## src/rtl/nco_phase_accumulator_pkg.sv

```systemverilog
// Shared constants and wave-select encodings for the NCO and LFO blocks.
package nco_phase_accumulator_pkg;

    localparam int NCO_FREQ_W  = 20;
    localparam int NCO_PHASE_W = 24;
    localparam int NCO_OUT_W   = 12;

    typedef enum logic [1:0] {
        WAVE_OFF = 2'b00,
        WAVE_SAW = 2'b01,
        WAVE_SQR = 2'b10,
        WAVE_TRI = 2'b11
    } wave_t;

    // Unsigned midscale code for a sample of the given width.
    function automatic int midscale(input int w);
        return 1 << (w - 1);
    endfunction

    localparam int MIDSCALE = 1 << (NCO_OUT_W - 1);

endpackage

```

## src/rtl/nco_wave_shaper.sv

```systemverilog
// Maps the top bits of a phase word to a saw, square or triangle sample.
// Latency: combinational, zero cycles.
// Backpressure: none; the output follows the inputs continuously.
module nco_wave_shaper
    import nco_phase_accumulator_pkg::*;
#(
    parameter int OUT_W = NCO_OUT_W
) (
    input  logic [OUT_W-1:0] p,
    input  logic [1:0]       wave_sel,
    output logic [OUT_W-1:0] sample
);

    localparam logic [OUT_W-1:0] MID = OUT_W'(midscale(OUT_W));

    logic             m;
    logic [OUT_W-1:0] tri_up;

    assign m      = p[OUT_W-1];
    assign tri_up = {p[OUT_W-2:0], 1'b0};

    always_comb begin
        sample = MID;
        case (wave_t'(wave_sel))
            WAVE_OFF: sample = MID;
            WAVE_SAW: sample = p;
            WAVE_SQR: sample = m ? {OUT_W{1'b1}} : '0;
            WAVE_TRI: sample = m ? ~tri_up : tri_up;
            default:  sample = MID;
        endcase
    end

endmodule

```

## src/rtl/nco_phase_accumulator.sv

```systemverilog
// Divides clk to a sample tick, accumulates the tuning word and shapes a waveform.
// Latency: sample_valid pulses two edges after each tick cycle; retunes apply from the following tick.
// Backpressure: none; one sample per CLK_DIV clocks, sample holds between valids.
module nco_phase_accumulator
    import nco_phase_accumulator_pkg::*;
#(
    parameter int CLK_DIV = 1042,
    parameter int FREQ_W  = NCO_FREQ_W,
    parameter int PHASE_W = NCO_PHASE_W,
    parameter int OUT_W   = NCO_OUT_W
) (
    input  logic              clk,
    input  logic              rst,
    input  logic [FREQ_W-1:0] freq_word,
    input  logic              freq_load,
    input  logic              phase_reset,
    input  logic [1:0]        wave_sel,
    output logic [OUT_W-1:0]  sample,
    output logic              sample_valid
);

    localparam int DIV_W = (CLK_DIV > 1) ? $clog2(CLK_DIV) : 1;

    logic [DIV_W-1:0]   div_cnt;
    logic [PHASE_W-1:0] phase;
    logic [FREQ_W-1:0]  active_freq;
    logic [FREQ_W-1:0]  pending_freq;
    logic               pend_f;
    logic               pend_r;
    logic               tick;
    logic               tick_d;
    logic [OUT_W-1:0]   shaped;

    assign tick = (div_cnt == DIV_W'(CLK_DIV - 1));

    nco_wave_shaper #(.OUT_W(OUT_W)) u_shaper (
        .p        (phase[PHASE_W-1 -: OUT_W]),
        .wave_sel (wave_sel),
        .sample   (shaped)
    );

    always_ff @(posedge clk or posedge rst) begin
        if (rst) begin
            div_cnt      <= '0;
            phase        <= '0;
            active_freq  <= '0;
            pending_freq <= '0;
            pend_f       <= 1'b0;
            pend_r       <= 1'b0;
            tick_d       <= 1'b0;
            sample       <= '0;
            sample_valid <= 1'b0;
        end else begin
            div_cnt <= tick ? '0 : div_cnt + DIV_W'(1);
            tick_d  <= tick;

            if (tick) begin
                // Phase advances with the word that was active for the whole
                // interval; a new word only takes over afterwards.
                if (phase_reset || pend_r) begin
                    phase <= '0;
                end else begin
                    phase <= phase + PHASE_W'(active_freq);
                end
                pend_r <= 1'b0;
                if (freq_load) begin
                    active_freq <= freq_word;
                end else if (pend_f) begin
                    active_freq <= pending_freq;
                end
                pend_f <= 1'b0;
            end else begin
                if (freq_load) begin
                    pending_freq <= freq_word;
                    pend_f       <= 1'b1;
                end
                if (phase_reset) begin
                    pend_r <= 1'b1;
                end
            end

            if (tick_d) begin
                sample       <= shaped;
                sample_valid <= 1'b1;
            end else begin
                sample_valid <= 1'b0;
            end
        end
    end

endmodule

```

## config.mk

```make
export PLATFORM = sky130hd
export DESIGN_NAME = nco_phase_accumulator
export DESIGN_NICKNAME = d
export VERILOG_FILES = /design/src/rtl/nco_phase_accumulator_pkg.sv /design/src/rtl/nco_wave_shaper.sv /design/src/rtl/nco_phase_accumulator.sv
export SDC_FILE = /design/constraint.sdc
export NUM_CORES = 1
export LEC_CHECK = 0
export CAP_MARGIN = 20
export CORE_MARGIN = 2
export CORE_UTILIZATION = 35
export DETAILED_ROUTE_END_ITERATION = 10
export PLACE_DENSITY = 0.64
export SYNTH_ARGS = -nofsm -noshare
export SYNTH_HDL_FRONTEND = slang
export SYNTH_SLANG_ARGS = --single-unit
```

## constraint.sdc

```tcl
create_clock -name clk -period 5.1 [get_ports clk]
set_clock_uncertainty 0.15 [all_clocks]
set_input_delay 1.02 -clock clk [delete_from_list [all_inputs] [get_ports clk]]
set_output_delay 1.02 -clock clk [all_outputs]
set_load 0.05 [all_outputs]
```

## Yosys cells after proc, flatten, opt, wreduce, memory -nomap -nowiden

Index checks and enable logic that the tools add are counted.

- Add/subtract/negate cells: 2
- Equal/unequal tests: 4
- Multiplexer cells: 12
- Bitwise operators: 2
- Reductions and logical operators: 7

Operator list:

| operator | count |
|---|---|
| $pmux 12 s4 | 1 |
| $mux 20 | 2 |
| $add 24x20->24 | 1 |
| $mux 12 | 2 |
| $mux 24 | 1 |
| $not 12->12 | 1 |
| $add 11x1->11 const B | 1 |
| $eq 11x11->1 const B | 1 |
| $mux 11 | 1 |
| $reduce_bool 2->1 | 3 |
| $mux 1 | 5 |
| $eq 2x2->1 const B | 2 |
| $reduce_and 2->1 | 2 |
| $eq 2x1->1 const B | 1 |
| $logic_not 2->1 | 1 |
| $logic_or 1x1->1 | 1 |
| $not 1->1 | 1 |

- Register bits: 91
- Input port bits: 26
- Word-level logic and storage cells: 36

## Logic depth before layout (Yosys ltp)

Gate-level depths: netlist (run 1).

- Depth in word-level cells: 3
- Mapped depth: 9
- Gate-level depth less buffers: 9

## Cells and area by module

Synthesis (run 1) repeated with hierarchy kept, for this count alone.

- Cell total of the unflattened synthesis: 507
- Area, all modules: 5119.9 µm²

Modules (own cells, without submodules):

| module | instances | cells an instance | area an instance (µm²) |
|---|---|---|---|
| nco_phase_accumulator | 1 | 463 | 4770.8 |
| nco_wave_shaper | 1 | 44 | 349.1 |

## Worst setup path after synthesis (run 1)

Ideal clock, no wire load.

- Path type: register to register
- From: reg phase[0]
- To: reg phase[10]
- Setup time: 0.095 ns
- Arrival: 2.154 ns
- Data required time: 4.855 ns
- Setup slack: 2.701 ns
- Stages on the path, launching flop included: 10
- Path buffers: 0
- Clock period less this slack: 2.399 ns
- Cells stage by stage: dfrtp_1 ha_1 fa_1 a21o_1 a31o_1 o2111ai_2 nand2_1 a311oi_1 xor2_1 o31ai_1

- Longest elaborated chain between the ends: 2

RTL lines:

| item | RTL line | source |
|---|---|---|
| from (decl) | nco_phase_accumulator.sv:25 | `logic [PHASE_W-1:0] phase;` |
| from (signal assigned) | nco_phase_accumulator.sv:63 | `phase <= phase + PHASE_W'(active_freq);` |
| $add 24x20->24 | nco_phase_accumulator.sv:63 |  |
| $mux 24 | nco_phase_accumulator.sv:60 | `if (phase_reset \|\| pend_r) begin` |

Every way passes these cells.
A chain may end at the register's enable or synchronous reset.

## Worst setup path in the final report (run 1)

- From: in freq_load
- To: reg pending_freq[17]

- Longest elaborated chain between the ends: 1

RTL lines:

| item | RTL line | source |
|---|---|---|
| from (decl) | nco_phase_accumulator.sv:15 | `input logic freq_load,` |
| $reduce_and 2->1 (no line) | -- |  |
| to (signal assigned) | nco_phase_accumulator.sv:74 | `pending_freq <= freq_word;` |
| to (decl) | nco_phase_accumulator.sv:27 | `logic [FREQ_W-1:0] pending_freq;` |

Every way passes these cells.

==> results of run 1 <==
[through the flow]
| step | cell area (um2) | hold slack, ns | cells | power (mW) |
|---|---|---|---|---|
| 2_1_floorplan | 4930 | 0.287 | 499 | 0.812 |
| 6_report | 5840 | 0.335 | 715 | 1.56 |
| 3_3_place_gp | 5470 | 0.310 | 697 | 0.846 |
| 5_1_grt | 5840 | 0.369 | 715 | 1.62 |
| 3_5_place_dp | 5470 | 0.316 | 697 | 0.849 |
| 4_1_cts | 5790 | 0.338 | 713 | 1.58 |
[power by group through the flow]
stage / sequential [mW] / clock [mW] / combinational [mW]
floorplan: 0.757 / 0 / 0.0555
global placement: 0.758 / 0 / 0.0883
detailed placement: 0.759 / 0 / 0.0905
CTS: 0.745 / 0.745 / 0.0910
global route: 0.746 / 0.771 / 0.102
finish: 0.745 / 0.727 / 0.0912
[sequential cells by signal, summed over array words and instances, names as in the netlist]
register and cells:
div_cnt 11, pend_r 1, pending_freq 20, tick_d 1, sample_valid 1, active_freq 20, phase 24, pend_f 1
sample 12
[Yosys cell counts, drive strengths merged (2+ instances only)]
cell     instances
o2111ai          2
a211o            2
ha              22
mux2            21
o31ai            8
mux2i           21
nand3            8
and3             4
o21bai           3
a21oi           53
nor2            29
xnor2           15
o22ai            4
and2             4
dfrtp           91
nand4            5
nand2           68
xor2            11
clkbuf          19
a31oi            4
o211ai           7
buf              4
o21ai           46
inv             15
nor2b            4
a21o             6
a221o            3
[kinds of logic after synthesis]
group / Yosys count / share of synthesized area (%)
mux: 42 / 9.07
flops: 91 / 46.2
compound gates: 146 / 18.4
xor+xnor: 26 / 4.62
simple gates: 132 / 12.6
buf+inv: 39 / 3.07
fa+ha+maj: 23 / 5.99
[critical path, cell delays in order]
cell             delay [ns]
clkdlybuf4s50_1        0.88
buf_4                  0.34
and2_1                 0.72
mux2_2                 0.41
[final timing paths]
check | end | slack [ns] | depth (start not counted)
hold reg to reg | phase[0]$_DFFE_PP0P_ | 0.34 | 2
setup reg to reg | phase[22]$_DFFE_PP0P_ | 2.31 | 8
setup / recovery | pending_freq[17]$_DFFE_PP0P_ | 1.78 | 4
min in group asynchronous | pending_freq[16]$_DFFE_PP0P_ | 0.73 | 2
max in group asynchronous | sample[6]$_DFFE_PP0P_ | 3.06 | 4
hold / removal | phase[0]$_DFFE_PP0P_ | 0.34 | 2
[final cells by class]
| class | count | area [um2] | share of cell area, % |
|---|---|---|---|
| Clock buffer | 9 | 225 | 3.86 |
| Clock inverter | 7 | 100 | 1.71 |
| Inverter | 16 | 62.6 | 1.07 |
| Multi-Input combinational cell | 369 | 2500 | 42.9 |
| Sequential cell | 91 | 2280 | 39.0 |
| Tap cell | 180 | 225 | 3.86 |
| Timing Repair Buffer | 43 | 445 | 7.63 |
[per-layer routing]
layer	up-vias	wire length, um	GRT usage (%)
li1	1836	-	-
met4	0	89	7.11
met3	5	316	1.39
met1	1810	5070	20.7
met2	56	5020	23.2
met5	-	0	0
==> run_results.csv, run 1 <==
group,metric,value,unit
drt,avgViaCountPerCell,5.18,
synthesis,synthTopCellsByArea,"dfrtp_1 (46%), ha_1 (5.6%), a21oi_1 (5.2%)",
synthesis,synth.lib_cells_used.distinct,56,
worst_setup_path,crit_path_start_kind,"input port",
cells_and_area,final_common_cell,"dfrtp_1",
worst_hold_path,hold_path_class,"reg -> reg",
cts,h-tree-depth,3,
drt,postRouteAntennaNets,0,
floorplan,floorplan.initialDensity,35.6,%
placement,place.detailed.hpwl,7640,um
cts,cts_tree,"yes",
power_and_ir_drop,p_sw_share,22.1,%
timing,highest_attainable_clock_frequency,0.301,GHz
cells_and_area,design.final.nets,579,
synthesis,yosysTopAreaCell,"dfrtp_1",
cts,cts-buffers-inserted,9,
global_route,global_route_usage_sum,14.8,%
global_route,antenna_found_initial,0,
floorplan,die_width,123,um
power_and_ir_drop,internal-power,1.22,mW
cts,worst_skew_pair.late_latency,0.34,ns
synthesis,synth_top_area_share,46.2,%
cells_and_area,layout-drive-gt1-share,10.7,%
power_and_ir_drop,vdd_drop_max,0.129,mV
floorplan,coreArea,13800,um2
timing,grt_setup_unrepaired,"false",
floorplan,design.die.area,15000,um2
drt,drt_first_iter_violations,169,
timing,finalSetupViolCount,0,
timing,max_slew.worst_pin.slew,0.858,ns
synthesis,postSynthCellCount,499,
timing,part_of_the_cycle_the_worst_path_needs,65.2,%
synthesis,avgSynthCellArea,9.87,um2
drt,drt_wl_total,10500,um
drt,drcViolationCount,0,
floorplan,boundaryPins,39,
timing,finalMaxSlewViolations,0,
run,number_of_maximum_capacitance_constraint_violations,0,
drt,num_vias,3707,
run_status,run_status,"finished, final reports clean",
placement,io_buffers,38,
global_route,grt_pass1_wl,17800,um
cts,root_buffer_cell,"clkbuf_16",
floorplan,chipHeight,123,um
worst_setup_path,timing.critical_path.to_type,"flip-flop",
worst_setup_path,worstPathMaxFanout,20,
worst_setup_path,reg2reg_from,"div_cnt[1]$_DFF_PP0_",
worst_hold_path,worstHoldStart,"phase[0]$_DFFE_PP0P_",
cts,setup_buffers_after_cts,0,
worst_setup_path,timing.critical_path.arrival,3.39,ns
cells_and_area,area.growth.synth_to_final,18.5,%
placement,place_ws,1.39,ns
cts,clock_tree_sinks,91,
synthesis,sequential_cell_area_fraction_in_the_yosys_report,46.2,%
floorplan,fp-row-count,43,
synthesis,asyncSetResetFlopFracSynth,100,%
cts,postCtsResizedCells,0,
cells_and_area,insertedDiodeCount,0,
global_route,largest_net_degree_at_the_start_of_global_routing,57,
synthesis,syn-cell-area,4930,um2
synthesis,yosysWarnings,0,
timing,max-slew-margin-rel,42.8,%
cells_and_area,mostFrequentLayoutCells,"dfrtp_1 (91), nand2_1 (67), a21oi_1 (51)",
power_and_ir_drop,power_leakage,2.59,nW
cts,postCtsHoldBufs,0,
synthesis,seq_cells_post_synth,91,
power_and_ir_drop,clock_power_share,46.5,%
cts,max-clock-path-buffers,2,
placement,place.gp.congestion,0.947,
timing,hold_viol,0,
global_route,overflow,0,
drt,drt-pass1-iter-count,7,
global_route,vias_in_the_first_global_route,3600,
worst_setup_path,timing.setup.critical_path_class,"in -> reg",
worst_setup_path,critPathRequiredTime,5.17,ns
timing,setup_total_negative_slack,0,ns
cells_and_area,final_core_util,42.2,%
power_and_ir_drop,pwr_density_cell,268,nW/um2
drt,wire_per_inst,14.7,um
worst_setup_path,setup.worst_path.start,"freq_load",
synthesis,synthesis.nets,548,
cells_and_area,final.fill_count,1297,
timing,worst_slack,1.78,ns
power_and_ir_drop,total_switching_power,0.345,mW
power_and_ir_drop,part_of_the_power_in_combinational_logic,5.8,%
synthesis,synth_ff_type,"dfrtp_1",
synthesis,synth-edff-count,0,
cts,clk_pin_slew,0.07,ns
power_and_ir_drop,seq_power_share,47.7,%
timing,timing.final.crit_period,3.32,ns
Note: power is estimated with default switching activity, not from simulation.
==> run 2, diff against run 1 <==
--- a/config.mk
+++ b/config.mk
@@ -9,7 +9,7 @@
 export CORE_MARGIN = 2
 export CORE_UTILIZATION = 35
 export DETAILED_ROUTE_END_ITERATION = 10
-export PLACE_DENSITY = 0.64
+export PLACE_DENSITY = 0.65
 export SYNTH_ARGS = -nofsm -noshare
 export SYNTH_HDL_FRONTEND = slang
 export SYNTH_SLANG_ARGS = --single-unit
==> constraint.sdc (replaced) <==
create_clock -name clk -period 2.8 [get_ports clk]
set_clock_uncertainty 0.15 [all_clocks]
set_input_delay 0.56 -clock clk [delete_from_list [all_inputs] [get_ports clk]]
set_output_delay 0.56 -clock clk [all_outputs]
set_load 0.05 [all_outputs]
==> run 2 against run 1 <==
Cell count is 0.56% higher. Hold slack got worse by 0.0093 ns. Combinational power increased by 82%. Sequential cell count is the same. Power is 86% higher. Non-clock buffer count rose by 5. Critical path depth increased by 5. Worst setup slack worse by 1.5 ns. Clock-buffer cell count is the same. Utilization grew 0.28 points. First-iteration DRC count rose by 73%. Register-to-register slack worse by 2.1 ns. Largest power group is now the clock network.
==> run_results.csv, run 2 (same netlist as run 1, synthesis figures left out) <==
group,metric,value,unit
cts,root_buffer_cell,"clkbuf_16",
floorplan,floorplan.initialDensity,35.6,%
timing,max-slew-margin-rel,55.3,%
timing,worst_slack,0.234,ns
worst_hold_path,hold_path_class,"reg -> reg",
floorplan,fp-row-count,43,
timing,finalMaxSlewViolations,0,
run_status,run_status,"finished, final reports clean",
worst_setup_path,critPathTopFamily,"compound AO/OA/AOI/OAI gates",
cts,setup_buffers_after_cts,0,
cells_and_area,largest_register_ffs,24,
cts,clock_tree_sinks,91,
timing,max_slew.worst_pin.slew,0.670,ns
placement,place.detailed.hpwl,7490,um
run,number_of_maximum_capacitance_constraint_violations,0,
cells_and_area,final.fill_count,1323,
worst_setup_path,worstPathMaxFanout,2,
worst_setup_path,critPathRequiredTime,2.90,ns
cells_and_area,regArea,2280,um2
power_and_ir_drop,internal-power,2.30,mW
worst_setup_path,timing.setup.critical_path_class,"reg -> reg",
cts,worst_skew_pair.late_latency,0.34,ns
cts,cts_tree,"yes",
cts,cts-buffers-inserted,9,
cells_and_area,largest_register,"phase",
placement,place_ws,0.231,ns
cts,postCtsHoldBufs,0,
power_and_ir_drop,part_of_the_power_in_combinational_logic,5.7,%
placement,io_buffers,38,
drt,drt-pass1-iter-count,5,
cts,h-tree-depth,3,
floorplan,chipHeight,123,um
floorplan,die_width,123,um
worst_setup_path,timing.critical_path.to_type,"flip-flop",
cells_and_area,multi_input_comb_area,2500,um2
worst_setup_path,cpPeakStageDelay,0.42,ns
floorplan,boundaryPins,39,
floorplan,coreArea,13800,um2
global_route,antenna_found_initial,0,
cts,max-clock-path-buffers,2,
drt,avgViaCountPerCell,5.17,
global_route,overflow,0,
power_and_ir_drop,vdd_drop_max,0.244,mV
power_and_ir_drop,total_switching_power,0.604,mW
cells_and_area,layout-drive-gt1-share,11.3,%
floorplan,design.die.area,15000,um2
power_and_ir_drop,seq_power_share,46.7,%
power_and_ir_drop,pwr_density_cell,494,nW/um2
worst_setup_path,crit_buf_inv,0,
cells_and_area,final_common_cell,"dfrtp_1",
drt,drt_wl_total,10300,um
global_route,vias_in_the_first_global_route,3636,
drt,postRouteAntennaNets,0,
placement,place.gp.congestion,0.897,
timing,hold_viol,0,
drt,num_vias,3717,
cells_and_area,final_design_area_no_fill,5880,um2
global_route,largest_net_degree_at_the_start_of_global_routing,92,
drt,wire_per_inst,14.3,um
cts,postCtsResizedCells,0,
cells_and_area,final_core_util,42.5,%
worst_setup_path,worstPathCellList,"ha_1 -> fa_1 -> a21o_1 -> a31o_1 -> o2111ai_2 -> nand2_1 -> a311oi_1 -> xor2_1 -> o31ai_1",
global_route,grt_pass1_wl,17700,um
cells_and_area,mostFrequentLayoutCells,"dfrtp_1 (91), nand2_1 (67), a21oi_1 (51)",
drt,drt_first_iter_violations,293,
worst_setup_path,crit_path_top_delay_cell,"fa_1",
worst_setup_path,crit_path_start_kind,"flip-flop",
timing,part_of_the_cycle_the_worst_path_needs,91.7,%
power_and_ir_drop,clock_power_share,47.6,%
drt,drcViolationCount,0,
cells_and_area,design.final.nets,584,
timing,grt_setup_unrepaired,"false",
cells_and_area,insertedDiodeCount,0,
timing,finalSetupViolCount,0,
timing,timing.final.crit_period,2.57,ns
global_route,global_route_usage_sum,14.8,%
timing,setup_total_negative_slack,0,ns
power_and_ir_drop,p_sw_share,20.8,%
worst_setup_path,timing.critical_path.arrival,2.67,ns
timing,timing.hold.ws,0.326,ns
placement,placement.cell_area,5540,um2
cts,clk_pin_slew,0.06,ns
power_and_ir_drop,power_leakage,2.61,nW
cells_and_area,reg.largest.list,"phase x24, active_freq x20, pending_freq x20",
cells_and_area,area.growth.synth_to_final,19.3,%
timing,highest_attainable_clock_frequency,0.390,GHz
## run 2: power by group through the flow
stage / logic, mW / registers, mW / clock network (mW)
global placement: 0.165 / 1.38 / 0
CTS: 0.170 / 1.36 / 1.43
finish: 0.166 / 1.36 / 1.38
floorplan: 0.101 / 1.38 / 0
detailed placement: 0.170 / 1.38 / 0
global route: 0.186 / 1.36 / 1.48
## run 2: final cells by class
cell class | instances | share of cell area, %
Clock buffer | 9 | 3.83
Timing Repair Buffer | 48 | 7.96
Multi-Input combinational cell | 369 | 42.6
Inverter | 16 | 1.11
Tap cell | 180 | 3.83
Sequential cell | 91 | 38.8
Clock inverter | 6 | 1.94
## run 2: final timing paths
| kind | start | slack (ns) | end | cells after the start |
|---|---|---|---|---|
| worst max-delay path | phase[0]$_DFFE_PP0P_ | 0.23 | phase[10]$_DFFE_PP0P_ | 9 |
| worst min-delay path | phase[0]$_DFFE_PP0P_ | 0.33 | phase[0]$_DFFE_PP0P_ | 2 |
| worst max register to register | phase[0]$_DFFE_PP0P_ | 0.23 | phase[10]$_DFFE_PP0P_ | 9 |
| worst min register to register | phase[0]$_DFFE_PP0P_ | 0.33 | phase[0]$_DFFE_PP0P_ | 2 |
| max in group asynchronous | rst | 1.57 | active_freq[15]$_DFFE_PP0P_ | 3 |
| min in group asynchronous | rst | 0.55 | div_cnt[5]$_DFF_PP0_ | 3 |
## run 2: worst register-to-register path, cell delays in order, from the launching register on
cell       delay [ns]
dfrtp_1          0.38
ha_1             0.23
fa_1             0.42
a21o_1           0.20
a31o_1           0.23
o2111ai_2        0.12
nand2_1          0.14
a311oi_1         0.32
xor2_1           0.11
o31ai_1          0.19
## run 2: metal layers
metal / track usage (%) / routed length (um) / up-vias
li1: - / - / 1844
met3: 1.95 / 435 / 16
met1: 20.5 / 5000 / 1763
met5: 0 / 0 / -
met2: 22.6 / 4620 / 94
met4: 7.97 / 225 / 0
## run 2: stage by stage
step,total power [mW],instances
4_1_cts,2.95,719
5_1_grt,3.03,719
3_3_place_gp,1.54,704
2_1_floorplan,1.48,499
6_report,2.90,719
3_5_place_dp,1.55,704
==> run 3, diff against run 2 <==
--- a/config.mk
+++ b/config.mk
@@ -6,6 +6,7 @@
 export NUM_CORES = 1
 export LEC_CHECK = 0
 export CAP_MARGIN = 20
+export CORE_ASPECT_RATIO = 1.5
 export CORE_MARGIN = 2
 export CORE_UTILIZATION = 35
 export DETAILED_ROUTE_END_ITERATION = 10
==> run 3 against run 2 <==
Die area increased by 0.13%. Sequential power about the same. Non-clock buffer count increased by 1. Cell count decreased by 1.8%. Clock power decreased by 10%. Design area decreased by 0.70%. Hold slack improved by 0.013 ns. Utilization decreased by 0.40 points.
==> run_results.csv, run 3 (same netlist as run 1, synthesis figures left out) <==
group,metric,value,unit
drt,avgViaCountPerCell,5.24,
worst_setup_path,timing.critical_path.arrival,2.71,ns
timing,grt_setup_unrepaired,"false",
cells_and_area,insertedDiodeCount,0,
cells_and_area,final_common_cell,"dfrtp_1",
placement,place.detailed.hpwl,8050,um
cells_and_area,reg.largest.list,"phase x24, active_freq x20, pending_freq x20",
global_route,grt_pass1_wl,19000,um
cells_and_area,final.fill_count,1348,
cts,clk_pin_slew,0.07,ns
drt,drcViolationCount,0,
drt,drt_first_iter_violations,99,
cells_and_area,area.growth.synth_to_final,18.4,%
timing,highest_attainable_clock_frequency,0.383,GHz
floorplan,floorplan.initialDensity,35.5,%
global_route,overflow,0,
worst_setup_path,timing.setup.critical_path_class,"reg -> reg",
timing,timing.hold.ws,0.339,ns
cts,worst_skew_pair.late_latency,0.34,ns
worst_setup_path,worstPathMaxFanout,2,
floorplan,design.die.area,15100,um2
timing,worst_slack,0.192,ns
cts,cts-buffers-inserted,9,
placement,placed_cells,690,
cells_and_area,layout-drive-gt1-share,11.8,%
worst_setup_path,critPathRequiredTime,2.90,ns
placement,place.gp.congestion,0.869,
cells_and_area,final-instance-count-excl-fill,706,
cts,root_buffer_cell,"clkbuf_16",
cells_and_area,largest_register_ffs,24,
timing,max_slew.worst_pin.slew,0.726,ns
placement,io_buffers,38,
global_route,largest_net_degree_at_the_start_of_global_routing,65,
global_route,antenna_found_initial,0,
cells_and_area,final_core_util,42.1,%
cts,postCtsHoldBufs,0,
cells_and_area,design.final.nets,585,
global_route,vias_in_the_first_global_route,3840,
floorplan,boundaryPins,39,
drt,drt_wl_total,10900,um
global_route,global_route_usage_sum,15.9,%
power_and_ir_drop,vdd_drop_max,0.314,mV
cells_and_area,largest_register,"phase",
timing,max-slew-margin-rel,51.6,%
timing,setup_total_negative_slack,0,ns
cells_and_area,final_design_area_no_fill,5830,um2
power_and_ir_drop,power_leakage,2.60,nW
drt,postRouteAntennaNets,0,
timing,timing.final.crit_period,2.61,ns
power_and_ir_drop,power,2.76,mW
run,number_of_maximum_capacitance_constraint_violations,0,
floorplan,fp-row-count,53,
worst_setup_path,timing.critical_path.to_type,"flip-flop",
timing,finalSetupViolCount,0,
worst_hold_path,hold_path_class,"reg -> reg",
cells_and_area,mostFrequentLayoutCells,"dfrtp_1 (91), nand2_1 (67), a21oi_1 (51)",
placement,place_ws,0.195,ns
power_and_ir_drop,pwr_density_cell,473,nW/um2
floorplan,chipHeight,149,um
cts,clock_tree_sinks,91,
floorplan,coreArea,13900,um2
cts,max-clock-path-buffers,2,
drt,drt-pass1-iter-count,4,
timing,finalMaxSlewViolations,0,
timing,hold_viol,0,
cts,cts_tree,"yes",
timing,part_of_the_cycle_the_worst_path_needs,93.1,%
drt,wire_per_inst,15.4,um
placement,placement.cell_area,5530,um2
drt,num_vias,3697,
floorplan,die_width,101,um
run_status,run_status,"finished, final reports clean",
cts,h-tree-depth,3,
worst_setup_path,crit_path_start_kind,"flip-flop",
-- run 3: cell types whose count changed in the layout (fill, tap and decap cells not counted) --
cell and change:
clkbuf_8 +1, clkinv_2 +2, buf_4 +1, bufinv_16 -2, a311oi_2 +1, a311oi_1 -1
-- run 3: worst paths after layout --
| path | from | endpoint | slack (ns) | cells past startpoint |
|---|---|---|---|---|
| min in group asynchronous | rst | active_freq[15]$_DFFE_PP0P_ | 0.49 | 3 |
| min reg2reg | phase[0]$_DFFE_PP0P_ | phase[0]$_DFFE_PP0P_ | 0.34 | 2 |
| max reg2reg | phase[0]$_DFFE_PP0P_ | phase[10]$_DFFE_PP0P_ | 0.19 | 9 |
| max in group asynchronous | rst | pend_r$_DFFE_PP0P_ | 1.69 | 3 |
| max | phase[0]$_DFFE_PP0P_ | phase[10]$_DFFE_PP0P_ | 0.19 | 9 |
| min | phase[0]$_DFFE_PP0P_ | phase[0]$_DFFE_PP0P_ | 0.34 | 2 |
-- run 3: cell type report --
| type | count | area (um2) | area share, % |
|---|---|---|---|
| flip-flops and latches | 91 | 2280 | 39.0 |
| well taps | 165 | 206 | 3.54 |
| clock buffers | 10 | 239 | 4.10 |
| inverters | 16 | 65.1 | 1.12 |
| repair buffers | 49 | 475 | 8.15 |
| multi-input cells | 369 | 2510 | 43.0 |
| clock inverters | 6 | 63.8 | 1.09 |
-- run 3: routing by layer --
layer / GRT usage [%] / routed length, um
met3: 3.61 / 432
met4: 6.92 / 351
met5: 0 / 0
met1: 18.8 / 4480
met2: 27.4 / 5620
-- run 3: worst max-delay path, stage by stage (launching register included) --
cell and delay (ns):
dfrtp_1 0.38, ha_1 0.22, fa_1 0.40, a21o_1 0.19
a31o_1 0.23, o2111ai_2 0.12, nand2_1 0.16, a311oi_2 0.34
xor2_1 0.12, o31ai_1 0.20
-- run 3: what timing repair did --
| item | 4_1_cts | 5_1_grt |
|---|---|---|
| endpoints found under the setup margin | 0 | 1 |
| resized for setup | 0 | 1 |
| setup buffers | 0 | 0 |
-- run 3: power by group --
part	switching (mW)	leakage [nW]	internal [mW]	total [mW]
Combinational	0.0795	1.43	0.0875	0.167
Clock	0.522	0.145	0.716	1.24
Sequential	0.0136	1.03	1.34	1.36
